<file path="src/rtl/muldiv_unit.sv">
`default_nettype none
// ============================================================================
// Module   : muldiv_unit
// Purpose  : Iterative unsigned MUL/MULHU/DIVU/REMU unit that writes its
//            result back through the register file's single write port.
// Revision : 1.0 - initial release
// ============================================================================
module muldiv_unit #(
    parameter int WIDTH       = 32,
    parameter int TOTAL_REG   = 32,
    parameter int ADDRESS_REG = $clog2(TOTAL_REG)
) (
    input  logic                   clk,
    input  logic                   rst_n,
    input  logic                   start,
    input  logic [1:0]             op,
    input  logic [WIDTH-1:0]       opa,
    input  logic [WIDTH-1:0]       opb,
    input  logic [ADDRESS_REG-1:0] dest,
    output logic                   busy,
    output logic                   done,
    output logic                   wenable,
    output logic [ADDRESS_REG-1:0] rd,
    output logic [WIDTH-1:0]       rd_in
);

    localparam int               c_cnt_w  = $clog2(WIDTH);
    localparam logic [c_cnt_w-1:0] c_last = c_cnt_w'(WIDTH - 1);

    localparam logic [1:0] c_op_mul   = 2'b00;
    localparam logic [1:0] c_op_mulhu = 2'b01;
    localparam logic [1:0] c_op_divu  = 2'b10;
    localparam logic [1:0] c_op_remu  = 2'b11;

    typedef enum logic [1:0] {
        ST_IDLE = 2'd0,
        ST_RUN  = 2'd1,
        ST_DONE = 2'd2
    } state_t;

    state_t                 r_state;
    logic [c_cnt_w-1:0]     r_cnt;
    logic [1:0]             r_op;
    logic [WIDTH-1:0]       r_a;
    logic [WIDTH-1:0]       r_b;
    logic [ADDRESS_REG-1:0] r_dest;
    // Multiply: {partial product, remaining multiplier bits}.
    // Divide: low half holds dividend bits shifting out / quotient bits shifting in.
    logic [2*WIDTH-1:0]     r_acc;
    logic [WIDTH-1:0]       r_rem;
    logic                   r_busy;
    logic                   r_done;
    logic                   r_wen;
    logic [ADDRESS_REG-1:0] r_rd;
    logic [WIDTH-1:0]       r_rd_in;

    logic [WIDTH:0]         w_mul_sum;
    logic [WIDTH:0]         w_rem_sh;
    logic                   w_ge;
    logic [WIDTH-1:0]       w_rem_sub;
    logic [WIDTH-1:0]       w_result;

    assign w_mul_sum = {1'b0, r_acc[2*WIDTH-1:WIDTH]} + (r_acc[0] ? {1'b0, r_a} : '0);
    assign w_rem_sh  = {r_rem, r_acc[WIDTH-1]};
    assign w_ge      = (w_rem_sh >= {1'b0, r_b});
    // A successful subtraction always leaves a value below the divisor, so WIDTH bits suffice.
    assign w_rem_sub = w_rem_sh[WIDTH-1:0] - r_b;

    always_comb begin
        w_result = '0;
        case (r_op)
            c_op_mul:   w_result = r_acc[WIDTH-1:0];
            c_op_mulhu: w_result = r_acc[2*WIDTH-1:WIDTH];
            c_op_divu:  w_result = r_acc[WIDTH-1:0];
            c_op_remu:  w_result = r_rem;
            default:    w_result = '0;
        endcase
    end

    always_ff @(posedge clk) begin
        if (!rst_n) begin
            r_state <= ST_IDLE;
            r_cnt   <= '0;
            r_op    <= '0;
            r_a     <= '0;
            r_b     <= '0;
            r_dest  <= '0;
            r_acc   <= '0;
            r_rem   <= '0;
            r_busy  <= 1'b0;
            r_done  <= 1'b0;
            r_wen   <= 1'b0;
            r_rd    <= '0;
            r_rd_in <= '0;
        end else begin
            r_done <= 1'b0;
            r_wen  <= 1'b0;
            case (r_state)
                ST_IDLE: begin
                    // The cycle presenting done still counts as busy; no acceptance there.
                    if (start && !r_done) begin
                        r_op    <= op;
                        r_a     <= opa;
                        r_b     <= opb;
                        r_dest  <= dest;
                        r_cnt   <= '0;
                        r_rem   <= '0;
                        r_acc   <= {{WIDTH{1'b0}}, (op[1] ? opa : opb)};
                        r_busy  <= 1'b1;
                        r_state <= ST_RUN;
                    end else if (r_done) begin
                        r_busy <= 1'b0;
                    end
                end
                ST_RUN: begin
                    r_cnt <= r_cnt + 1'b1;
                    if (r_op[1]) begin
                        r_acc[WIDTH-1:0] <= {r_acc[WIDTH-2:0], w_ge};
                        r_rem            <= w_ge ? w_rem_sub : w_rem_sh[WIDTH-1:0];
                    end else begin
                        r_acc <= {w_mul_sum, r_acc[WIDTH-1:1]};
                    end
                    if (r_cnt == c_last) begin
                        r_state <= ST_DONE;
                    end
                end
                ST_DONE: begin
                    r_done  <= 1'b1;
                    r_wen   <= (r_dest != '0);
                    r_rd    <= r_dest;
                    r_rd_in <= w_result;
                    r_state <= ST_IDLE;
                end
                default: begin
                    r_state <= ST_IDLE;
                end
            endcase
        end
    end

    assign busy    = r_busy;
    assign done    = r_done;
    assign wenable = r_wen;
    assign rd      = r_rd;
    assign rd_in   = r_rd_in;

endmodule
`default_nettype wire

</file>
<file path="config.mk">
export PLATFORM = sky130hd
export DESIGN_NAME = muldiv_unit
export DESIGN_NICKNAME = d
export VERILOG_FILES = /design/src/rtl/muldiv_unit.sv
export SDC_FILE = /design/constraint.sdc
export NUM_CORES = 1
export LEC_CHECK = 0
export CORE_ASPECT_RATIO = 0.5
export CORE_MARGIN = 2
export CORE_UTILIZATION = 37
export CTS_CLUSTER_DIAMETER = 50
export CTS_CLUSTER_SIZE = 40
export DETAILED_ROUTE_END_ITERATION = 10
export DONT_BUFFER_PORTS = 1
export PLACE_DENSITY = 0.6
export SLEW_MARGIN = 20
export SYNTH_ARGS = -nofsm -noshare
export SYNTH_HDL_FRONTEND = slang
export SYNTH_SLANG_ARGS = --single-unit
</file>
<file path="constraint.sdc">
create_clock -name clk -period 3.9 [get_ports clk]
set_input_delay 0.195 -clock clk [delete_from_list [all_inputs] [get_ports clk]]
set_output_delay 0.195 -clock clk [all_outputs]
set_load 0.02 [all_outputs]
</file>
==> impl_summary.log, run 1 <==
INFO  metric timing.critical_path.cells = buf_4 -> nand2_1 -> fa_1 -> nor2b_1 -> o21ai_1 -> a21oi_1 -> o21ai_1 -> o311ai_0 -> a2111oi_0 -> a211oi_1 -> xnor2_1 -> o21ai_0
INFO  metric pwr_density_cell = 363.7 mW/mm²
INFO  metric place_inst = 2087
INFO  metric clk_pin_slew_worst_paths = 0.07 ns
INFO  metric die_height = approximately 140 µm
INFO  metric cts.sinks = roughly 210
INFO  metric grt_pass1_vias = 11.71k
INFO  metric max_freq = 307.8 MHz
INFO  metric post-synth-top-area-fraction = 32.20%
INFO  metric critPathMaxStageDelay = roughly 0.57 ns
INFO  metric grt_overflow_total = 0
INFO  metric synth_cell_types = 66
INFO  metric totalWireLength = 42360 µm
INFO  metric report.final.hold_viol_count = 0
INFO  metric area_delta_synth_final = 14.97%
INFO  metric drt-pass1-iter-count = 7
INFO  metric timing_worst_setup_path_type = flop to flop
INFO  metric gp_routability_congestion = 0.9187
INFO  metric postCtsSetupRepairBufs = 0
INFO  metric end_kind = flop
INFO  metric ant_nets = 0
INFO  metric synth_seq_cells = 214
INFO  metric ctsHoldBuffers = 73
INFO  metric critical_path_peak_fanout = 21
INFO  metric synth.top_cells.by_count = 325 x sky130_fd_sc_hd__nand2_1, 214 x sky130_fd_sc_hd__dfxtp_1, 98 x sky130_fd_sc_hd__mux2i_1
INFO  metric synth.largest_area_cell = sky130_fd_sc_hd__dfxtp_1
INFO  metric fill_cells = 3593
INFO  metric critical_path_slowest_stage_cell = sky130_fd_sc_hd__o311ai_0
INFO  metric cts_tree = built
INFO  metric design.core.area = around 0.036 mm²
INFO  metric globalRouteTotalUtil = 22.30%
INFO  metric run_status = completed
INFO  metric final_cell_count_no_fill = 2205
INFO  metric setup_viol = 0
INFO  metric route.vias.total = 12.35k
INFO  metric cts_inserted_buffers = 24
INFO  metric ctsHtreeMaxLevel = 1
INFO  metric ys_warn_count = 0
INFO  metric synth_sequential_area_ratio = roughly a third
INFO  metric place.port_buffers = 0
INFO  metric ir_drop = 0.0002511 V
INFO  metric fin_crit_sh = a little over four fifths
INFO  metric number_of_synthesized_flops_with_an_enable_pin = 0
INFO  metric die_x = 272.2 µm
INFO  metric fin_skew = 0.01866 ns
INFO  metric clock_tree.root_cell = sky130_fd_sc_hd__clkbuf_16
INFO  metric number_of_nets_in_the_synthesized_netlist = 1834
INFO  metric total_i_o_pin_count = between 100 and 150
INFO  metric synthesis.area = 0.01330 mm²
INFO  metric worst_hold_path.num_cells = 3
INFO  metric hpwl = 29590 µm
INFO  metric drt_iter0_drc = between 1k and 1.5k
INFO  metric grt_antenna_before_repair = 2
INFO  metric clkLatencyLatePin = around 0.55 ns
INFO  metric timing.critical_path.mode_cell = sky130_fd_sc_hd__o21ai_1
INFO  metric worstPathArrival = 3.66 ns
INFO  metric worst_ep_required_time = 4.31 ns
INFO  metric yosysMostFrequentCell = sky130_fd_sc_hd__nand2_1
INFO  metric grt_max_degree = 163
INFO  metric syn_area_per_cell = 7.862 µm²
INFO  metric ctsLongestPathBuffers = 3
INFO  metric worst_r2r_path_depth = 12
INFO  metric largest_cells_by_area_after_synthesis = sky130_fd_sc_hd__dfxtp_1 32%, sky130_fd_sc_hd__nand2_1 9.2%, sky130_fd_sc_hd__mux2i_1 7.4%, sky130_fd_sc_hd__ha_1 6.2%, sky130_fd_sc_hd__a21boi_0 5.0%
INFO  metric placement_rows = 49
INFO  metric cts.repair.resized = 0
INFO  metric design.final.nets = 1844
INFO  metric startpoint_type = flop
INFO  metric netlist_instances = 1692
INFO  metric die_area = 0.03758 mm²
INFO  metric slew_headroom = 28.90%
INFO  metric maxCapViolCount = 0
INFO  metric grt_pass1_wl = 67590 µm
INFO  metric totalNegativeSetupSlack = 0 ns
INFO  metric wl_per_cell = 19.21 µm
INFO  metric cellLeakagePower = about 6 nW
INFO  metric routed_via_density = 5.600
INFO  metric worstMarginPinSlew = 1.063 ns
INFO  metric grt_setup_unrepaired = false
INFO  metric drive_gt1_share = 5.116%
INFO  metric initial_core_util = 37.28%
INFO  metric final_max_slew_viol_count = 0
INFO  metric fin_crit = 3.249 ns
INFO  metric post-route-drc-count = 0
INFO  metric async_flop_share = 0%
INFO  metric hold_class = primary input to flop
INFO  metric dominantRegCellSynth = sky130_fd_sc_hd__dfxtp_1
## registers in the layout (all words and copies together), names as in the netlist
signal   cells
r_acc       64
r_a         32
r_b         32
r_rem       32
rd_in       32
r_cnt        5
r_dest       5
rd           5
r_op         2
r_state      2
busy         1
done         1
wenable      1
## cells by family after synthesis
kind of cell | count (synthesis) | share of synthesized area [%]
AND/OR/NAND/NOR | 643 | 22.37
AO/OA/AOI/OAI | 455 | 23.86
flip-flops | 214 | 32.20
buffers and inverters | 172 | 4.919
multiplexers | 98 | 7.374
adder cells (fa/ha/maj) | 68 | 6.509
XOR/XNOR | 42 | 2.765
## critical path: cells and delay by family, from the launching register on
| family | cells | cell delay (ns) |
|---|---|---|
| fa+ha+maj | 1 | 0.44 |
| buf+inv | 1 | 0.24 |
| xor+xnor | 1 | 0.15 |
| flops | 1 | 0.34 |
| simple gates | 2 | 0.25 |
| compound gates | 7 | 1.69 |
## worst paths after layout
kind,end,slack (ns),start
setup / recovery,r_acc[51]$_SDFFE_PN0P_,0.65,r_acc[0]$_SDFFE_PN0P_
hold / removal,r_acc[12]$_SDFFE_PN0P_,0.02,opb[12]
setup reg to reg,r_acc[51]$_SDFFE_PN0P_,0.65,r_acc[0]$_SDFFE_PN0P_
hold reg to reg,r_a[19]$_SDFFE_PN0P_,0.46,r_a[19]$_SDFFE_PN0P_
## where the power goes
group | switching [mW] | leakage (nW) | internal [mW]
sequential | 0.0911 | 1.74 | 2.27
clock | 1.11 | 0.403 | 1.25
combinational | 0.492 | 3.82 | 0.353
total | 1.69 | 5.96 | 3.87
## through the flow
stage                     worst slack [ns]  utilization (%)  hold WS (ns)  area [µm²]  power, mW
after floorplan                     0.8508                -        0.3399       13300      2.975
after global placement              0.7231            38.45        0.3283       13720      3.138
after detailed placement            0.6911            38.45        0.3373       13720      3.145
after CTS                           0.6739            42.86      0.001201       15290      5.604
after global routing                0.3222            42.86       0.01639       15290      5.805
final                               0.6508            42.86       0.01846       15290      5.563
## layout by cell type, fill, tap and decap left out, types with 10 or more instances in the layout
cell,netlist,layout
sky130_fd_sc_hd__inv_1,58,58
sky130_fd_sc_hd__clkbuf_16,0,25
sky130_fd_sc_hd__nand2b_1,14,13
sky130_fd_sc_hd__o21ai_0,50,50
sky130_fd_sc_hd__o211ai_1,56,56
sky130_fd_sc_hd__mux2i_1,98,98
sky130_fd_sc_hd__and2_1,52,52
sky130_fd_sc_hd__a21boi_0,88,88
sky130_fd_sc_hd__nor2_1,74,73
sky130_fd_sc_hd__nor3_1,23,23
sky130_fd_sc_hd__nor2b_1,44,43
sky130_fd_sc_hd__a21o_1,23,23
sky130_fd_sc_hd__and3_1,47,47
sky130_fd_sc_hd__xnor2_1,24,24
sky130_fd_sc_hd__a31oi_1,12,12
sky130_fd_sc_hd__nand3_1,35,35
sky130_fd_sc_hd__o31ai_1,18,18
sky130_fd_sc_hd__buf_4,0,23
sky130_fd_sc_hd__a211oi_1,39,38
sky130_fd_sc_hd__xor2_1,18,18
sky130_fd_sc_hd__o21a_1,10,10
sky130_fd_sc_hd__dlygate4sd3_1,0,72
sky130_fd_sc_hd__nand2_1,325,325
sky130_fd_sc_hd__dfxtp_1,214,212
sky130_fd_sc_hd__ha_1,66,66
sky130_fd_sc_hd__a21oi_1,89,88
## area by class of cell
type / count / area (µm²) / area share [%]
clock buffer: 27 / 633.1 / 4.139
multi-input combinational: 1306 / 8393 / 54.88
clock inverter: 17 / 192.7 / 1.260
sequential: 214 / 4289 / 28.04
antenna: 1 / 2.502 / 0.01636
inverter: 58 / 217.7 / 1.423
timing repair buffer: 98 / 960.9 / 6.283
tap: 484 / 605.6 / 3.959
## per-layer routing
layer,global-route usage (%),part of all wire [%],up-vias
met1,33.86,49,5858
li1,-,-,6001
met4,5.003,1.9,0
met5,0,0,-
met2,32.71,42,418
met3,3.648,7.5,70
Note: power is estimated with default switching activity, not from simulation.
==> inputs of run 2 (changes only) <==
--- a/config.mk
+++ b/config.mk
@@ -12,7 +12,7 @@
 export CTS_CLUSTER_SIZE = 40
 export DETAILED_ROUTE_END_ITERATION = 10
 export DONT_BUFFER_PORTS = 1
-export PLACE_DENSITY = 0.6
+export PLACE_DENSITY = 0.62
 export SLEW_MARGIN = 20
 export SYNTH_ARGS = -nofsm -noshare
 export SYNTH_HDL_FRONTEND = slang
==> constraint.sdc (replaced) <==
create_clock -name clk -period 2.85 [get_ports clk]
set_input_delay 0.1425 -clock clk [delete_from_list [all_inputs] [get_ports clk]]
set_output_delay 0.1425 -clock clk [all_outputs]
set_load 0.02 [all_outputs]
==> run 2 against run 1 <==
  * Die area is the same
  * Sequential power grew 37%
  * Sequential cell count is the same
  * Via count grew 6.6%
  * Largest cell class unchanged
  * Critical path type unchanged
  * Register-to-register slack lost 0.61 ns
  * Fmax grew 16%
  * Combinational power grew 66%
==> impl_summary.log, run 2 (same netlist as run 1, synthesis figures left out) <==
INFO  metric fin_crit_sh = 98.69% (was 83.31%)
INFO  metric maxCapViolCount = 0 (unchanged)
INFO  metric placement_rows = 49 (unchanged)
INFO  metric ir_drop = 0.0003967 V (was 0.0002511 V)
INFO  metric layout_commonest_cell = sky130_fd_sc_hd__nand2_1 (unchanged)
INFO  metric gp_routability_congestion = 0.9838 (was 0.9187)
INFO  metric die_height = 138.1 µm (unchanged)
INFO  metric cts_inserted_buffers = 23 (was 24)
INFO  metric report.final.hold_viol_count = 0 (unchanged)
INFO  metric ant_nets = 0 (unchanged)
INFO  metric critical_path_slowest_stage_cell = sky130_fd_sc_hd__or4_1 (was sky130_fd_sc_hd__o311ai_0)
INFO  metric cts.sinks = 214 (unchanged)
INFO  metric m1WireLength = 21420 µm (was 20700 µm)
INFO  metric slew_headroom = 46.64% (was 28.90%)
INFO  metric run_status = completed (unchanged)
INFO  metric fin_crit = 2.813 ns (was 3.249 ns)
INFO  metric hpwl = 32160 µm (was 29590 µm)
INFO  metric final_max_slew_viol_count = 0 (unchanged)
INFO  metric design_power_total = 7.821 mW (was 5.563 mW)
INFO  metric routed_via_density = 5.597 (was 5.600)
INFO  metric clk_pin_slew_worst_paths = 0.07 ns (about the same)
INFO  metric fin_skew = 0.03957 ns (was 0.01866 ns)
INFO  metric timing.critical_path.mode_cell = sky130_fd_sc_hd__o21a_1 (was sky130_fd_sc_hd__o21ai_1)
INFO  metric wl_per_cell = 19.49 µm (was 19.21 µm)
INFO  metric grt_pass1_vias = 12.60k (was 11.71k)
INFO  metric cts_tree = built (unchanged)
INFO  metric initial_core_util = 37.28% (unchanged)
INFO  metric layout.cells.most_common_list = 321 x sky130_fd_sc_hd__nand2_1, 207 x sky130_fd_sc_hd__dfxtp_1, 143 x sky130_fd_sc_hd__buf_4 (was 325 x sky130_fd_sc_hd__nand2_1, 212 x sky130_fd_sc_hd__dfxtp_1, 98 x sky130_fd_sc_hd__mux2i_1)
INFO  metric worstMarginPinSlew = 0.8004 ns (was 1.063 ns)
INFO  metric max_reg_flops = 64 (unchanged)
INFO  metric timing.critical_path.cells = ha_4 -> nor2b_1 -> o21a_1 -> o21a_1 -> o31a_1 -> o21ai_4 -> a21oi_4 -> buf_6 -> or4_1 -> a32oi_1 -> o31ai_1 (was buf_4 -> nand2_1 -> fa_1 -> nor2b_1 -> o21ai_1 -> a21oi_1 -> o21ai_1 -> o311ai_0 -> a2111oi_0 -> a211oi_1 -> xnor2_1 -> o21ai_0)
INFO  metric drt_iter0_drc = 1330 (was 1141)
INFO  metric end_kind = flop (unchanged)
INFO  metric post-route-drc-count = 0 (unchanged)
INFO  metric clock_tree.root_cell = sky130_fd_sc_hd__clkbuf_16 (unchanged)
INFO  metric die_x = 272.2 µm (unchanged)
INFO  metric drt-pass1-iter-count = 6 (was 7)
INFO  metric startpoint_type = flop (unchanged)
INFO  metric crit_family = compound AO/OA/AOI/OAI gates (unchanged)
INFO  metric grt_antenna_before_repair = 3 (was 2)
INFO  metric pwr_density_cell = 460.6 mW/mm² (was 363.7 mW/mm²)
INFO  metric largest-register = r_acc (unchanged)
INFO  metric design.core.area = 0.03568 mm² (unchanged)
INFO  metric worstPathArrival = 3.23 ns (was 3.66 ns)
INFO  metric total_i_o_pin_count = 114 (unchanged)
INFO  metric final_cell_count_no_fill = 2351 (was 2205)
INFO  metric critical_path_peak_fanout = 4 (was 21)
INFO  metric postLayoutCellArea = 0.01698 mm² (was 0.01529 mm²)
INFO  metric ctsLongestPathBuffers = 3 (unchanged)
INFO  metric hold_class = primary input to flop (unchanged)
INFO  metric grt_overflow_total = 0 (unchanged)
INFO  metric setup_viol = 0 (unchanged)
INFO  metric globalRouteTotalUtil = 23.73% (was 22.30%)
INFO  metric design.final.nets = 1990 (was 1844)
INFO  metric dpl_cell_area = 0.01466 mm² (was 0.01372 mm²)
INFO  metric place_inst = 2208 (was 2087)
INFO  metric grt_pass1_wl = 71520 µm (was 67590 µm)
INFO  metric place.port_buffers = 0 (unchanged)
INFO  metric totalWireLength = 45810 µm (was 42360 µm)
INFO  metric max_freq = 355.5 MHz (was 307.8 MHz)
INFO  metric grt_setup_unrepaired = true (was false)
INFO  metric cellLeakagePower = 6.803 nW (was 5.964 nW)
INFO  metric drive_gt1_share = 15.82% (was 5.116%)
INFO  metric timing_worst_setup_path_type = flop to flop (unchanged)
INFO  metric met2RoutedLength = 19740 µm (was 17640 µm)
INFO  metric route.vias.total = 13.16k (was 12.35k)
INFO  metric area_delta_synth_final = 27.64% (was 14.97%)
INFO  metric top_layer_used = met5 (was met4)
INFO  metric grt_max_degree = 163 (unchanged)
INFO  metric ctsHtreeMaxLevel = 1 (unchanged)
INFO  metric clkLatencyLatePin = 0.57 ns (was 0.55 ns)
INFO  metric wire_length_on_met3 = 3782 µm (was 3191 µm)
INFO  metric worst_ep_required_time = 3.27 ns (was 4.31 ns)
INFO  metric die_area = 0.03758 mm² (unchanged)
INFO  metric critPathMaxStageDelay = 0.53 ns (was 0.57 ns)
INFO  metric cp_num_buf_inv = 1 (unchanged)
-- run 2: cell types whose count changed in the layout (fill, tap and decap cells not counted), sizes merged --
cell and delta:
clkbuf -3, dlygate4sd3 +14, bufinv +1, diode +1, clkinv -2, buf +133, inv +2
-- run 2: final timing paths --
check / cells past startpoint / slack, ns / start / end
setup / recovery: 11 / 0.04 / r_rem[0]$_SDFFE_PN0P_ / r_rem[29]$_SDFFE_PN0P_
hold / removal: 3 / 0.01 / op[1] / r_acc[21]$_SDFFE_PN0P_
setup reg to reg: 11 / 0.04 / r_rem[0]$_SDFFE_PN0P_ / r_rem[29]$_SDFFE_PN0P_
hold reg to reg: 2 / 0.46 / r_a[15]$_SDFFE_PN0P_ / r_a[15]$_SDFFE_PN0P_
-- run 2: per-stage QoR --
step / setup TNS, ns / setup slack, ns / utilization [%] / hold slack [ns]
finish: 0 / 0.03720 / 47.59 / 0.01046
global route: -0.4861 / -0.1082 / 47.59 / 0.02682
CTS: 0 / 0.02244 / 46.08 / 0.001578
detailed placement: -1.214 / -0.1230 / 41.09 / 0.2703
global placement: -0.4028 / -0.1048 / 41.09 / 0.2669
floorplan: 0 / 0.02077 / - / 0.2874
-- run 2: final cells by class --
class                           count  area [µm²]
Clock inverter                     18       196.4
Inverter                           58       217.7
Antenna cell                        2       5.005
Multi-Input combinational cell   1306        8881
Sequential cell                   214        4298
Clock buffer                       24       589.3
Timing Repair Buffer              245        2187
Tap cell                          484       605.6
Fill cell                        3411       18700
-- run 2: layer usage --
| layer | up-vias | GRT usage, % |
|---|---|---|
| met1 | 6328 | 34.49 |
| met5 | - | 0 |
| li1 | 6304 | - |
| met3 | 73 | 4.377 |
| met2 | 451 | 36.56 |
| met4 | 2 | 4.916 |
-- run 2: worst register-to-register path, delay by kind of cell, from the launching register on --
kind	cells	cell delay, ns
buf+inv	1	0.14
compound gates	7	1.31
simple gates	2	0.65
fa+ha+maj	1	0.21
flops	1	0.38
-- run 2: timing repair --
action / CTS / global route
hold endpoints to repair: 163 / 0
gates resized for setup: 19 / 88
setup buffers: 0 / 11
hold buffers: 88 / 0
pin swaps: 2 / 54
setup endpoints to repair: 26 / 52
-- run 2: power by group --
part,internal (mW),switching (mW)
logic,0.624,0.775
clock network,1.68,1.51
registers,3.11,0.121
